===== src/rtl/alu_cmd_if.sv =====
// ----------------------------------------------------------------------------
// alu_cmd_if
// Purpose : bundles the ALU command channel and the response channel
//           (both valid/ready) between the transactor side and the responder.
// Parameters:
//   DATA_W  operand width; the result is 2*DATA_W wide
//   TAG_W   transaction tag width
// Signals:
//   cmd_valid/cmd_ready          command handshake
//   cmd_op[2:0], cmd_a, cmd_b    opcode and operands
//   cmd_tag                      tag echoed back in the response
//   rsp_valid/rsp_ready          response handshake
//   rsp_result, rsp_tag, rsp_err response payload
//   rsp_parity                   even parity over the payload; it exists only
//                                when ALU_RSP_PARITY_EN is defined
// Modports:
//   master  command initiator / response consumer
//   slave   responder
// ----------------------------------------------------------------------------
interface alu_cmd_if #(
  parameter int DATA_W = 8,
  parameter int TAG_W  = 4
);
  logic                  cmd_valid;
  logic                  cmd_ready;
  logic [2:0]            cmd_op;
  logic [DATA_W-1:0]     cmd_a;
  logic [DATA_W-1:0]     cmd_b;
  logic [TAG_W-1:0]      cmd_tag;
  logic                  rsp_valid;
  logic                  rsp_ready;
  logic [2*DATA_W-1:0]   rsp_result;
  logic [TAG_W-1:0]      rsp_tag;
  logic                  rsp_err;
`ifdef ALU_RSP_PARITY_EN
  logic                  rsp_parity;
`endif

  modport master (
    output cmd_valid, cmd_op, cmd_a, cmd_b, cmd_tag, rsp_ready,
    input  cmd_ready, rsp_valid, rsp_result, rsp_tag, rsp_err
`ifdef ALU_RSP_PARITY_EN
    , input rsp_parity
`endif
  );

  modport slave (
    input  cmd_valid, cmd_op, cmd_a, cmd_b, cmd_tag, rsp_ready,
    output cmd_ready, rsp_valid, rsp_result, rsp_tag, rsp_err
`ifdef ALU_RSP_PARITY_EN
    , output rsp_parity
`endif
  );
endinterface


===== src/rtl/alu_cmd_responder.sv =====
// ----------------------------------------------------------------------------
// alu_cmd_responder
// Purpose : takes one ALU command at a time (NOP/ADD/AND/XOR/MUL), executes
//           it (MUL is multi-cycle) and returns result + tag on a valid/ready
//           response channel. Illegal opcodes 5-7 respond with rsp_err=1.
// Optional: ALU_RSP_PARITY_EN adds a registered even-parity bit rsp_parity
//           over {rsp_err, rsp_tag, rsp_result}.
// Parameters:
//   DATA_W   operand width (result is 2*DATA_W)
//   TAG_W    tag width
//   MUL_LAT  multiply latency in EXEC cycles, 1..15
// Ports:
//   clk      clock, rising edge
//   reset_n  asynchronous active-low reset
//   bus      alu_cmd_if.slave: command and response channels
// ----------------------------------------------------------------------------
module alu_cmd_responder #(
  parameter int DATA_W  = 8,
  parameter int TAG_W   = 4,
  parameter int MUL_LAT = 3
) (
  input  logic       clk,
  input  logic       reset_n,
  alu_cmd_if.slave   bus
);
  localparam int RES_W = 2 * DATA_W;
  localparam int CNT_W = 4;

  localparam logic [2:0] OP_NOP = 3'd0;
  localparam logic [2:0] OP_ADD = 3'd1;
  localparam logic [2:0] OP_AND = 3'd2;
  localparam logic [2:0] OP_XOR = 3'd3;
  localparam logic [2:0] OP_MUL = 3'd4;

  typedef enum logic [1:0] {IDLE, EXEC, RESP} state_t;

  state_t             state_reg, state_next;
  logic [CNT_W-1:0]   cnt_reg, cnt_next;
  logic [2:0]         op_reg;
  logic [DATA_W-1:0]  a_reg, b_reg;
  logic [TAG_W-1:0]   tag_reg;
  logic [RES_W-1:0]   result_reg;
  logic [TAG_W-1:0]   rsp_tag_reg;
  logic               err_reg;
  logic               load_rsp;
  logic               accept;
  logic [RES_W-1:0]   result_calc;
  logic               err_calc;
  logic [RES_W-1:0]   a_ext, b_ext;

  // cmd_ready is qualified with reset_n so it drops the instant reset asserts
  assign bus.cmd_ready  = reset_n && (state_reg == IDLE);
  assign bus.rsp_valid  = (state_reg == RESP);
  assign bus.rsp_result = result_reg;
  assign bus.rsp_tag    = rsp_tag_reg;
  assign bus.rsp_err    = err_reg;

  assign accept = bus.cmd_valid && (state_reg == IDLE);
  assign a_ext  = {{DATA_W{1'b0}}, a_reg};
  assign b_ext  = {{DATA_W{1'b0}}, b_reg};

  // Operates on the captured operands so the initiator may change cmd_* freely
  always_comb begin
    result_calc = '0;
    err_calc    = 1'b0;
    case (op_reg)
      OP_NOP: result_calc = '0;
      OP_ADD: result_calc = a_ext + b_ext;   // carry lands in bit DATA_W
      OP_AND: result_calc = a_ext & b_ext;
      OP_XOR: result_calc = a_ext ^ b_ext;
      OP_MUL: result_calc = a_ext * b_ext;
      default: err_calc   = 1'b1;
    endcase
  end

  always_comb begin
    state_next = state_reg;
    cnt_next   = cnt_reg;
    load_rsp   = 1'b0;
    case (state_reg)
      IDLE: begin
        if (bus.cmd_valid) begin
          state_next = EXEC;
          // MUL stays MUL_LAT cycles in EXEC, everything else exactly one
          cnt_next   = (bus.cmd_op == OP_MUL) ? CNT_W'(MUL_LAT - 1) : '0;
        end
      end
      EXEC: begin
        if (cnt_reg == '0) begin
          load_rsp   = 1'b1;
          state_next = RESP;
        end else begin
          cnt_next = cnt_reg - 1'b1;
        end
      end
      RESP: begin
        if (bus.rsp_ready) state_next = IDLE;
      end
      default: state_next = IDLE;
    endcase
  end

  always_ff @(posedge clk or negedge reset_n) begin
    if (!reset_n) begin
      state_reg   <= IDLE;
      cnt_reg     <= '0;
      op_reg      <= '0;
      a_reg       <= '0;
      b_reg       <= '0;
      tag_reg     <= '0;
      result_reg  <= '0;
      rsp_tag_reg <= '0;
      err_reg     <= 1'b0;
    end else begin
      state_reg <= state_next;
      cnt_reg   <= cnt_next;
      if (accept) begin
        op_reg  <= bus.cmd_op;
        a_reg   <= bus.cmd_a;
        b_reg   <= bus.cmd_b;
        tag_reg <= bus.cmd_tag;
      end
      // response regs only load on EXEC exit, so they hold while RESP stalls
      if (load_rsp) begin
        result_reg  <= result_calc;
        rsp_tag_reg <= tag_reg;
        err_reg     <= err_calc;
      end
    end
  end

`ifdef ALU_RSP_PARITY_EN
  logic parity_reg;

  always_ff @(posedge clk or negedge reset_n) begin
    if (!reset_n) begin
      parity_reg <= 1'b0;
    end else if (load_rsp) begin
      parity_reg <= ^{err_calc, tag_reg, result_calc};
    end
  end

  assign bus.rsp_parity = parity_reg;
`endif

endmodule


===== src/flat_wrapper.sv =====
// flat-port wrapper written by rule: the top's interface ports become plain ports
module alu_cmd_responder_flat 
#(
  parameter int DATA_W  = 8,
  parameter int TAG_W   = 4,
  parameter int MUL_LAT = 3
)
  (clk, reset_n, bus_cmd_valid, bus_cmd_op, bus_cmd_a, bus_cmd_b, bus_cmd_tag, bus_rsp_ready, bus_cmd_ready, bus_rsp_valid, bus_rsp_result, bus_rsp_tag, bus_rsp_err);
  alu_cmd_if #(.DATA_W(DATA_W), .TAG_W(TAG_W)) bus_i ();
  input  logic clk;
  input  logic reset_n;
  input wire logic [$bits(bus_i.cmd_valid)-1:0] bus_cmd_valid;
  input wire logic [$bits(bus_i.cmd_op)-1:0] bus_cmd_op;
  input wire logic [$bits(bus_i.cmd_a)-1:0] bus_cmd_a;
  input wire logic [$bits(bus_i.cmd_b)-1:0] bus_cmd_b;
  input wire logic [$bits(bus_i.cmd_tag)-1:0] bus_cmd_tag;
  input wire logic [$bits(bus_i.rsp_ready)-1:0] bus_rsp_ready;
  output wire logic [$bits(bus_i.cmd_ready)-1:0] bus_cmd_ready;
  output wire logic [$bits(bus_i.rsp_valid)-1:0] bus_rsp_valid;
  output wire logic [$bits(bus_i.rsp_result)-1:0] bus_rsp_result;
  output wire logic [$bits(bus_i.rsp_tag)-1:0] bus_rsp_tag;
  output wire logic [$bits(bus_i.rsp_err)-1:0] bus_rsp_err;
  assign bus_i.cmd_valid = bus_cmd_valid;
  assign bus_i.cmd_op = bus_cmd_op;
  assign bus_i.cmd_a = bus_cmd_a;
  assign bus_i.cmd_b = bus_cmd_b;
  assign bus_i.cmd_tag = bus_cmd_tag;
  assign bus_i.rsp_ready = bus_rsp_ready;
  assign bus_cmd_ready = bus_i.cmd_ready;
  assign bus_rsp_valid = bus_i.rsp_valid;
  assign bus_rsp_result = bus_i.rsp_result;
  assign bus_rsp_tag = bus_i.rsp_tag;
  assign bus_rsp_err = bus_i.rsp_err;
  alu_cmd_responder #(.DATA_W(DATA_W), .TAG_W(TAG_W), .MUL_LAT(MUL_LAT)) u_core (.clk(clk), .reset_n(reset_n), .bus(bus_i));
endmodule

===== config.mk =====
export PLATFORM = sky130hd
export DESIGN_NAME = alu_cmd_responder_flat
export DESIGN_NICKNAME = d
export VERILOG_FILES = /design/src/rtl/alu_cmd_if.sv /design/src/rtl/alu_cmd_responder.sv /design/src/flat_wrapper.sv
export SDC_FILE = /design/constraint.sdc
export NUM_CORES = 1
export LEC_CHECK = 0
export CAP_MARGIN = 20
export CORE_MARGIN = 2
export CORE_UTILIZATION = 25
export CTS_CLUSTER_SIZE = 12
export DETAILED_ROUTE_END_ITERATION = 16
export SLEW_MARGIN = 20
export SYNTH_ARGS = -nofsm -noshare
export SYNTH_HDL_FRONTEND = slang
export SYNTH_SLANG_ARGS = --single-unit

===== constraint.sdc =====
create_clock -name clk -period 5.1 [get_ports clk]
set_clock_uncertainty 0.15 [all_clocks]
set_input_delay 1.02 -clock clk [delete_from_list [all_inputs] [get_ports clk]]
set_output_delay 1.02 -clock clk [all_outputs]
set_load 0.02 [all_outputs]

==> key figures <==
Setup path
  – Critical Path RT: 5.14 ns
  – Worst r2r src: u_core.a_reg[2]$_DFFE_PN0P_
  – Worst Path Max Fanout: 9
  – Worst R2R Setup Slack: 0.38 ns
  – Worst r2r dst: u_core.bus.rsp_result[14]$_DFFE_PN0P_
  – Setup CP Type: flip-flop to flip-flop
  – Worst setup SP type: flip-flop
  – Path depth of the worst reg2reg path: 13
  – Worst setup EP type: flip-flop
  – CP arrival: 4.76 ns

Hold path
  – Hold endpoint: u_core.bus.rsp_tag[2]$_DFFE_PN0P_
  – Hold wc startpoint: u_core.tag_reg[2]$_DFFE_PN0P_
  – Hold Crit Class: flip-flop to flip-flop
  – Hold Crit Depth: 2

Drt
  – Vias: 3480
  – Drt via density: 4.63
  – Number of remaining DRC errors: 0
  – Antenna viol nets, final: 0
  – DR pass1 iterations: 4
  – Routed len/inst: 14.9 microns
  – DRT iter0 DRCs: 112
  – Final wirelength: 11.2 mm

Clocking
  – Clock Path Buffers: 2
  – Post-CTS Hold Buffers: 0
  – Post-CTS setup repair buffer count: 0
  – Clock transition at path regs: 0.08 ns
  – Post-CTS sizing: 0
  – CTS sink count: 50
  – Clk_lat worst skew: 0.30 ns
  – Clock buffer count from CTS: 5
  – TritonCTS clock tree: done
  – H-Tree Depth: 2
  – Clk root buf: clkbuf_16

Cells and area
  – FILL cells: 1921
  – Max reg flops: 16
  – Final core occ: 30.6%
  – Antenna Diode Count: 0
  – Design area: 0.00552 sq mm
  – Multi-input combinational cell area: 0.00311 sq mm
  – Layout area overhead: 19.3%
  – Layout cells sized above 1: 8.41%
  – Reg area: 0.00125 sq mm
  – Nets: 632

Logic synthesis
  – Ys async rst share: 100%
  – Synth cell types: 52
  – Syn. warnings: 0
  – Seq cells post-synth: 50
  – Syn Nets: 586
  – Number of flops mapped to enable cells by yosys: 0
  – Gate Count Post-Synth: 476
  – Syn avg cell area: 9.71 sq um
  – Prevailing post-synth register cell: dfrtp_1
  – Synthesized area: 0.00462 sq mm
  – Seq/Total Area, Yosys: 27.1%

GRT
  – GRT overflow: 0
  – Vias in the first global route: 3573
  – Met2 usage: 18.0%
  – Met1 Use GR: 18.3%
  – Met3 global-route usage: 3.01%
  – Global-route wire length before repair: 19.3 mm
  – Initial antenna violation count: 0
  – Largest net degree at the start of global routing: 51
  – GRT Total Usage: 12.2%
  – GRT busiest layer: met1

Place
  – Placed Instance Area: 0.00537 sq mm
  – Final HPWL DP: 8.75 mm
  – GPL Wtd Cong: 0.818
  – IO Port Bufs: 49

Floorplan
  – Core area: 0.0180 sq mm
  – Die footprint: 0.0196 sq mm
  – Die X: 140 microns
  – Die height: 140 microns
  – Initial Util: 25.6%
  – Total I/O pin count: 50
  – Core Rows: 49

STA
  – Setup violations, final: 0
  – Fmax: 0.212 GHz
  – RSZ-0062 raised after global routing: no
  – Max-slew headroom: 52.7%
  – Worst-Margin Slew: 0.706 ns
  – Minimum clock period: 4.72 ns
  – Period utilization: 92.5%
  – Slew Limit Fails: 0
  – Final Hold Fails: 0
  – Setup TNS: 0 ns

Outcome
  – Status: finished, final reports clean

Job
  – Max Cap Violations: 0
==> cell type report <==
| cell class | instances | area share (%) |
|---|---|---|
| timing repair buffer | 52 | 9.21 |
| sequential | 50 | 22.7 |
| clock buffer | 5 | 2.27 |
| clock inverter | 3 | 0.386 |
| inverter | 58 | 3.95 |
| tap | 229 | 5.20 |
| multi-input combinational | 355 | 56.3 |
==> Yosys cell counts, drive strengths merged (9+ instances only) <==
library cell  count  area share [%]
inv              58             4.7
dfrtp            50              27
nand2            50             4.1
and2             48             6.5
ha               46              12
fa               37              16
mux2             26             6.3
a21oi            21             2.3
o21ai            18             1.9
nor2             15             1.2
clkbuf            9            0.73
==> critical path: stages, from the launching register on <==
cell and delay (ns):
dfrtp_1 0.49, and2_1 0.23, fa_1 0.50, fa_1 0.57
fa_1 0.56, inv_1 0.06, fa_1 0.54, inv_1 0.04
ha_1 0.35, a21o_1 0.22, a221o_1 0.32, a21oi_1 0.18
a21boi_0 0.12, o41ai_1 0.26
==> cells by family after synthesis <==
logic type	share of synthesized area [%]
XOR/XNOR	2.46
adder cells (fa/ha/maj)	28.5
buffers and inverters	5.87
flip-flops	27.1
AND/OR/NAND/NOR	17.5
multiplexers	7.63
AO/OA/AOI/OAI	11.0
==> placed cells by master, fill, tap and decap left out, types with 3 or more instances in the layout <==
cell type        Yosys  layout
buf_4                0       3
clkdlybuf4s50_1      0      48
o31ai_1              3       3
mux2i_1              6       6
nor2_1              15      15
and2_1              48      48
a211o_1              3       3
dfrtp_1             50      50
a21oi_1             21      21
a211oi_1             3       3
nor3_1               6       6
xor2_1               5       5
nand2_1             50      50
xnor2_1              8       8
mux2_2              26      26
nand3_1              5       5
o21ai_0             17      17
nand2b_1             5       5
fa_1                37      37
ha_1                46      46
clkbuf_16            0       5
a21o_1               8       8
inv_1               58      58
==> routing by layer <==
metal | vias up | wire length (microns)
met5 | - | 0
met4 | 0 | 74
met3 | 8 | 601
met2 | 77 | 4840
met1 | 1702 | 5710
li1 | 1693 | -
==> metrics by stage <==
step	hold WS, ns	setup WS, ns	std cells
after floorplan	0.285	0.786	476
after global placement	0.298	0.448	744
after detailed placement	0.306	0.403	744
after CTS	0.330	0.343	752
after global routing	0.356	0.0370	752
final	0.327	0.384	752
==> how the worst max path moves through the flow <==
stage | start | end | cells past startpoint
2_1_floorplan | u_core.a_reg[1]$_DFFE_PN0P_ | u_core.bus.rsp_result[12]$_DFFE_PN0P_ | 13
3_3_place_gp | u_core.a_reg[2]$_DFFE_PN0P_ | u_core.bus.rsp_result[14]$_DFFE_PN0P_ | 13
3_5_place_dp | u_core.a_reg[2]$_DFFE_PN0P_ | u_core.bus.rsp_result[14]$_DFFE_PN0P_ | 13
4_1_cts | u_core.a_reg[2]$_DFFE_PN0P_ | u_core.bus.rsp_result[14]$_DFFE_PN0P_ | 13
5_1_grt | u_core.a_reg[2]$_DFFE_PN0P_ | u_core.bus.rsp_result[14]$_DFFE_PN0P_ | 13
6_report | u_core.a_reg[2]$_DFFE_PN0P_ | u_core.bus.rsp_result[14]$_DFFE_PN0P_ | 13
Power is not shown: default switching activity piles up to over one toggle a cycle in this logic, so the estimate is an artifact.
